**src/rtl/minv_pkg.sv**
```systemverilog
// Shared definitions for the modular-inverse datapath sequencers.
// Holds the command op encodings, the V-register sequencer state enum and the
// register geometry constants (WORDS words of WW bits = 256 bits).
package minv_pkg;

  localparam int WORDS = 8;
  localparam int WW    = 32;

  typedef enum logic [1:0] {
    OP_LOAD  = 2'b00,
    OP_SHIFT = 2'b01,
    OP_READ  = 2'b10,
    OP_NOP   = 2'b11
  } op_e;

  typedef enum logic [1:0] {
    ST_IDLE  = 2'b00,
    ST_LOAD  = 2'b01,
    ST_SHIFT = 2'b10,
    ST_READ  = 2'b11
  } state_e;

endpackage

```
**src/rtl/minv_reg_ctrl.sv**
```systemverilog
// Sequencer for the 256-bit modular-inverse V register.
// Accepts one command at a time (LOAD 8 words, SHIFT right N bits, READ 8
// words) and drives the register's we/sel_cyc/sel_rs controls and write port.
//
// Ports:
//   clk, rst_n                  clock, asynchronous active-low reset
//   cmd_valid/cmd_ready         command handshake; cmd_op, cmd_cnt payload
//   din_valid/din_ready, din    LOAD word stream (least-significant word first)
//   dout_valid/dout_ready, dout READ word stream (least-significant word first)
//   reg_in                      register write port (equals din)
//   reg_lsw                     register's current least-significant word
//   reg_we, reg_sel_cyc, reg_sel_rs  register controls
//   busy, done                  non-IDLE flag, one-cycle completion pulse
//   dbg_state, dbg_cnt          FSM state and shared down-counter
//
// Handshake rule for all three streams: a transfer happens on a rising edge
// where valid and ready are both high; valid never depends on ready, and the
// payload is held while valid is high without ready.
module minv_reg_ctrl #(
  parameter int WORDS = minv_pkg::WORDS,
  parameter int WW    = minv_pkg::WW,
  parameter int CW    = 8
) (
  input  logic          clk,
  input  logic          rst_n,
  input  logic          cmd_valid,
  output logic          cmd_ready,
  input  logic [1:0]    cmd_op,
  input  logic [CW-1:0] cmd_cnt,
  input  logic          din_valid,
  output logic          din_ready,
  input  logic [WW-1:0] din,
  output logic          dout_valid,
  input  logic          dout_ready,
  output logic [WW-1:0] dout,
  output logic [WW-1:0] reg_in,
  input  logic [WW-1:0] reg_lsw,
  output logic          reg_we,
  output logic          reg_sel_cyc,
  output logic          reg_sel_rs,
  output logic          busy,
  output logic          done,
  output logic [1:0]    dbg_state,
  output logic [CW-1:0] dbg_cnt
);
  import minv_pkg::*;

  state_e        state_q, state_d;
  logic [CW-1:0] cnt_q, cnt_d;
  logic          done_q, done_d;

  always_ff @(posedge clk or negedge rst_n) begin
    if (!rst_n) begin
      state_q <= ST_IDLE;
      cnt_q   <= '0;
      done_q  <= 1'b0;
    end else begin
      state_q <= state_d;
      cnt_q   <= cnt_d;
      done_q  <= done_d;
    end
  end

  always_comb begin
    state_d     = state_q;
    cnt_d       = cnt_q;
    done_d      = 1'b0;
    cmd_ready   = 1'b0;
    din_ready   = 1'b0;
    dout_valid  = 1'b0;
    reg_we      = 1'b0;
    reg_sel_cyc = 1'b0;
    reg_sel_rs  = 1'b0;

    unique case (state_q)
      ST_IDLE: begin
        cmd_ready = 1'b1;
        if (cmd_valid) begin
          unique case (op_e'(cmd_op))
            OP_LOAD: begin
              state_d = ST_LOAD;
              cnt_d   = CW'(WORDS - 1);
            end
            OP_READ: begin
              state_d = ST_READ;
              cnt_d   = CW'(WORDS - 1);
            end
            OP_SHIFT: begin
              // A zero-length shift completes like a NOP without touching
              // the register.
              if (cmd_cnt != '0) begin
                state_d = ST_SHIFT;
                cnt_d   = cmd_cnt - 1'b1;
              end else begin
                done_d = 1'b1;
              end
            end
            OP_NOP: done_d = 1'b1;
            default: ;
          endcase
        end
      end

      ST_LOAD: begin
        din_ready = 1'b1;
        reg_we    = din_valid;
        if (din_valid) begin
          if (cnt_q == '0) begin
            state_d = ST_IDLE;
            done_d  = 1'b1;
          end else begin
            cnt_d = cnt_q - 1'b1;
          end
        end
      end

      ST_SHIFT: begin
        reg_we     = 1'b1;
        reg_sel_rs = 1'b1;
        if (cnt_q == '0) begin
          state_d = ST_IDLE;
          done_d  = 1'b1;
        end else begin
          cnt_d = cnt_q - 1'b1;
        end
      end

      ST_READ: begin
        // Each accepted word rotates the register by one word so the next
        // word reaches reg_lsw; eight rotates restore the original value.
        dout_valid  = 1'b1;
        reg_we      = dout_ready;
        reg_sel_cyc = 1'b1;
        if (dout_ready) begin
          if (cnt_q == '0) begin
            state_d = ST_IDLE;
            done_d  = 1'b1;
          end else begin
            cnt_d = cnt_q - 1'b1;
          end
        end
      end

      default: state_d = ST_IDLE;
    endcase
  end

  assign reg_in    = din;
  assign dout      = reg_lsw;
  assign busy      = (state_q != ST_IDLE);
  assign done      = done_q;
  assign dbg_state = state_q;
  assign dbg_cnt   = cnt_q;

endmodule

```
**config.mk**
```make
export PLATFORM = sky130hd
export DESIGN_NAME = minv_reg_ctrl
export DESIGN_NICKNAME = d
export VERILOG_FILES = /design/src/rtl/minv_pkg.sv /design/src/rtl/minv_reg_ctrl.sv
export SDC_FILE = /design/constraint.sdc
export NUM_CORES = 1
export LEC_CHECK = 0
export BUFFER_PORTS_ARGS = -buffer_cell sky130_fd_sc_hd__buf_2
export CELL_PAD_IN_SITES_DETAIL_PLACEMENT = 0
export CELL_PAD_IN_SITES_GLOBAL_PLACEMENT = 1
export CORE_UTILIZATION = 20
export DETAILED_ROUTE_END_ITERATION = 10
export MAX_ROUTING_LAYER = met4
export PLACE_DENSITY = 0.86
export SYNTH_ARGS = -nofsm -noshare
export SYNTH_HDL_FRONTEND = slang
export SYNTH_SLANG_ARGS = --single-unit
```
**constraint.sdc**
```tcl
create_clock -name clk -period 1.7 [get_ports clk]
set_input_delay 0.34 -clock clk [delete_from_list [all_inputs] [get_ports clk]]
set_output_delay 0.34 -clock clk [all_outputs]
set_load 0.02 [all_outputs]
```
Word-level counts from Yosys, hierarchy flattened
Cells that the tools add are included.
{"block": "totals", "wordCells": 51, "romBits": 0, "output_inout_bits": 82, "reg_bits": 11, "ramBits": 0, "latchBits": 0, "memories": 0, "input_bits": 79}
{"block": "classes", "order_cmp": 0, "bitwise": 0, "reduce_logical": 8, "n_eq_ne": 12, "n_div": 0, "add_sub_neg": 2, "shift": 0, "n_mux": 26, "n_mul": 0}
{"cell": "8-bit 2-to-1 mux", "count": 5}
{"cell": "8-bit case mux with 4 select lines", "count": 1}
{"cell": "8-bit case mux with 2 select lines", "count": 1}
{"cell": "8-bit by 1-bit subtractor with 8-bit output (second input constant)", "count": 2}
{"cell": "2-bit 2-to-1 mux", "count": 5}
{"cell": "5-bit AND reduction", "count": 2}
{"cell": "1-bit 2-to-1 mux", "count": 9}
{"cell": "2-bit == test (second input constant)", "count": 4}
{"cell": "8-bit logical NOT", "count": 1}
{"cell": "2-bit case mux with 4 select lines", "count": 1}
{"cell": "8-bit nonzero test", "count": 1}
{"cell": "2-bit inequality test (second input constant)", "count": 3}
{"cell": "2-bit case mux with 3 select lines", "count": 1}
{"cell": "2-bit by 1-bit == test with 1-bit output (second input constant)", "count": 2}
{"cell": "2-bit logical NOT", "count": 2}
{"cell": "4-bit by 1-bit inequality test with 1-bit output (second input constant)", "count": 1}
{"cell": "1-bit case mux with 4 select lines", "count": 1}
{"cell": "3-bit by 2-bit inequality test with 1-bit output (second input constant)", "count": 1}
{"cell": "3-bit inequality test (second input constant)", "count": 1}
{"cell": "1-bit case mux with 3 select lines", "count": 1}
{"cell": "1-bit case mux with 2 select lines", "count": 1}
{"cell": "2-bit nonzero test", "count": 1}
{"cell": "2-bit OR reduction", "count": 1}

Depth between registers and ports, before layout
{"block": "logic_depth", "word_depth": 5, "mapped_depth": 8, "mapped_depth_nobuf": 7}

Worst setup path after synthesis
No wires, ideal clock.
{"block": "synth_timing", "path_kind": "input -> register", "start": "in cmd_cnt[4]", "end": "reg state_q[0] (netlist: dbg_state[0])", "t_arrival_ps": 1767, "required_ps": 1575, "slack_ps": -192, "cell_stages": 4, "cell_sequence": "or4_4 > o41ai_4 > a221o_1 > mux2_2"}
{"block": "synth_via", "elab_chain_len": 3}
{"item": "start, declared", "line_no": "minv_reg_ctrl.sv:29", "rtl": "input logic [CW-1:0] cmd_cnt,"}
{"item": "8-bit nonzero test", "line_no": "minv_reg_ctrl.sv:91", "rtl": "if (cmd_cnt != '0) begin"}
{"item": "3-bit inequality test (no source line)"}
{"item": "5-bit AND reduction (no source line)"}
{"item": "end signal, assigned", "line_no": "minv_reg_ctrl.sv:58", "rtl": "state_q <= state_d;"}
{"item": "end, declared", "line_no": "minv_reg_ctrl.sv:48", "rtl": "state_e state_q, state_d;"}
Every way passes these cells.
A chain may end at the register's enable or synchronous reset.

Worst setup path in the final report
{"block": "layout_timing", "start": "reg state_q[0] (netlist: dbg_state[0])", "end": "reg cnt_q[7] (netlist: dbg_cnt[7])"}
{"block": "layout_via", "elab_chain_len": 3, "elab_cells_between_ends": 11, "classes_between": "eq/ne (8); mux (1); reduce/logical (2)"}
{"item": "2-bit == test (tied with other cells)", "line_no": "minv_reg_ctrl.sv:75", "rtl": "unique case (state_q)"}
{"item": "2-bit inequality test (no source line) (tied with other cells)"}
{"item": "5-bit AND reduction (no source line)"}
{"item": "end signal, assigned", "line_no": "minv_reg_ctrl.sv:59", "rtl": "cnt_q <= cnt_d;"}
{"item": "end, declared", "line_no": "minv_reg_ctrl.sv:49", "rtl": "logic [CW-1:0] cnt_q, cnt_d;"}
Parallel ways exist; a longest one is shown, timed or not.

==> results.json <==
{
  "dp_hpwl_mm": 2.798,
  "grt_use_total_pct": 10.16,
  "die_width_um": 87.63,
  "timing.rr.start": "dbg_state[0]$_DFFE_PN0P_",
  "setup_slack_ns": -0.07833,
  "syn_area_um2": 1466,
  "grt_max_degree": 12,
  "place_congestion": 0.8269,
  "syn_avg_cell_area_um2": 8.192,
  "core_area_um2": 6944,
  "fillers": 764,
  "dpl_cell_area_um2": 1498,
  "grt_pass1_vias": 1206,
  "first_pass_iters": 4,
  "worst_setup_path_end_kind": "flop",
  "dr_total_vias": 1184,
  "die_h_um": 87.63,
  "setup_viol": 10,
  "synth_edf_count": 0,
  "drv_cap": 0,
  "rsz0062_at_grt": "yes",
  "ff2ff_path_depth": 8,
  "violations": "setup timing",
  "tightest_slew_ns": 0.4574,
  "nets": 277,
  "cp-start-kind": "flop",
  "grt_pass1_wl_mm": 5.782,
  "start_util_pct": 21.12,
  "seq_area_frac_synth_pct": 18.77,
  "regToRegSetupSlack_ns": -0.08,
  "ys_types": 41,
  "status": "finished with violations",
  "routed_wl_mm": 3.686,
  "ctsHtreeMaxLevel": 1,
  "antenna_cells": 0,
  "crit_start": "dbg_state[0]$_DFFE_PN0P_",
  "final_hold_viol_count": 0,
  "finalSetupTns_ns": -0.2620,
  "fmaxAchievable_ghz": 0.5623,
  "criticalPathCategory": "reg2reg",
  "overflow": 0,
  "synthCells": 179,
  "fp-row-count": 30,
  "synthArstFlopShare_pct": 100.0,
  "worstSetupEndpoint": "dbg_cnt[7]$_DFFE_PN0P_",
  "synthFlopType": "dfrtp_1",
  "postRouteAntennaNets": 0,
  "portBuffers": 32,
  "timing.rr.end": "dbg_cnt[7]$_DFFE_PN0P_",
  "hold_class": "in2reg",
  "slew_headroom_pct": 69.12,
  "viasPerCell": 4.169,
  "final_area_um2": 1713,
  "powerDensity_nw_per_um2": 1707,
  "final_util_pct": 24.67,
  "ys_warn_count": 0,
  "cts_buffers": 3,
  "dieArea_um2": 7678,
  "post-route-period-util_pct": 104.6,
  "cts_tree": "yes",
  "ir_drop_uv": 544.9,
  "p_leak_nw": 0.8292,
  "required_ns": 1.81,
  "path_max_fanout": 7,
  "drc": 0,
  "insertion_delay_ns": 0.24,
  "clockRootBuffer": "clkbuf_8",
  "clk_path_buf_depth": 2,
  "cts.sink_count": 11,
  "fin_skew_ns": 0.0008979,
  "wl_per_cell_um": 12.98,
  "synth_nets": 267,
  "slew_violations": 0,
  "syn_to_final_growth_pct": 16.81,
  "synth_seq_cells": 11,
  "worstPathArrival_ns": 1.88,
  "clk_pin_slew_ns": 0.05,
  "first_iter_violations": 44,
  "drive_gt1_share_pct": 52.13,
  "fin_crit_ns": 1.778,
  "ioPinCount": 161,
  "antenna_found_initial": 0
}
report_power, final:
group	total [mW]	switching [mW]	internal [mW]
combinational	2.18	1.14	1.04
clock	0.275	0.110	0.166
sequential	0.467	0.0861	0.381
synth_stat cells (2+ instances only):
library cell,n,share of area (%)
buf_4,65,33
inv_1,12,3.1
nor2_1,12,3.1
dfrtp_1,11,19
ha_1,9,7.7
nand2_1,9,2.3
o21ai_0,7,2.4
a21oi_1,3,1.0
a31oi_1,3,1.3
nand2_2,3,1.3
nand3_1,3,1.0
nor3_1,3,1.0
nor4_1,3,1.3
xnor2_1,3,1.8
a2bb2oi_1,2,1.2
clkbuf_1,2,0.51
nor2b_1,2,0.85
o21ai_1,2,0.68
o21ai_2,2,1.2
xor2_1,2,1.2
area by class of cell:
cell class | instances | area [µm²] | share of cell area (%)
Clock buffer | 4 | 45.04 | 2.630
Inverter | 12 | 47.55 | 2.776
Multi-Input combinational cell | 88 | 680.7 | 39.74
Sequential cell | 11 | 277.8 | 16.22
Tap cell | 96 | 120.1 | 7.012
Timing Repair Buffer | 73 | 541.8 | 31.63
registers in the layout, indices dropped and copies added (netlist names):
signal,count
dbg_cnt,8
dbg_state,2
done,1
routing by layer:
metal	wire, µm	up-vias	track usage (%)
met5	0	-	-
met4	40	0	3.428
met3	331	12	4.807
met2	1808	51	16.90
met1	1506	557	10.56
li1	-	564	-
cells by family (layout without fill, tap and decap cells):
logic type               Yosys count  after routing  share of synthesized area (%)
flip-flops                        11             11                          18.77
adder cells (fa/ha/maj)            9              9                          7.679
buffers and inverters             81             89                          38.57
multiplexers                       2              2                          1.450
AND/OR/NAND/NOR                   40             40                          13.57
AO/OA/AOI/OAI                     31             32                          16.98
XOR/XNOR                           5              5                          2.987
worst max-delay path, cell delays in order (launching register included):
cell,delay [ns]
dfrtp_2,0.43
buf_6,0.12
a21o_1,0.15
o21ai_4,0.08
buf_12,0.13
a221o_4,0.46
buf_6,0.14
nand2_2,0.05
o211ai_2,0.08
per-stage QoR:
step	setup slack [ns]	cells	power [mW]	hold slack (ns)
global route	-0.1491	284	3.146	0.4433
finish	-0.07833	284	2.924	0.4392
global placement	-0.3091	274	2.218	0.2265
floorplan	-0.1868	179	1.735	0.04441
CTS	-0.03720	284	2.797	0.4209
detailed placement	-0.3565	274	2.256	0.2323
how the worst min path moves through the flow:
stage              start                      to  slack, ns  cells after the start
2_1_floorplan      rst_n  dbg_cnt[0]$_DFFE_PN0P_       0.04                      0
3_3_place_gp       rst_n  dbg_cnt[4]$_DFFE_PN0P_       0.23                      1
3_5_place_dp       rst_n  dbg_cnt[6]$_DFFE_PN0P_       0.23                      1
4_1_cts        cmd_valid          done$_DFF_PN0_       0.42                      3
5_1_grt        cmd_valid          done$_DFF_PN0_       0.44                      3
6_report       cmd_valid          done$_DFF_PN0_       0.44                      3
cell usage in the layout (no fill, tap or decap), types with 2 or more instances in the layout:
cell type  count
nor2_1        11
nor2b_1        2
xnor2_1        3
a31oi_1        3
a21oi_1        2
buf_6         13
nand2_1        9
nand2_2        2
inv_1         10
clkbuf_8       3
o21ai_0        4
buf_2         28
a2bb2oi_1      2
dfrtp_2        2
buf_4         30
nor3_1         3
ha_1           9
nand3_1        3
o21ai_2        3
xor2_1         2
nor4_2         2
o21ai_1        3
dfrtp_1        9
what timing repair did:
action                                  in CTS  in global routing
gates cloned                                 1                  0
hold buffers                                 1                  0
endpoints found under the hold margin       11                  0
pin swaps                                    4                  5
setup buffers                                4                  0
gates resized for setup                     16                 15
endpoints found under the setup margin      12                 13
Power figures use the tool's default switching activity.
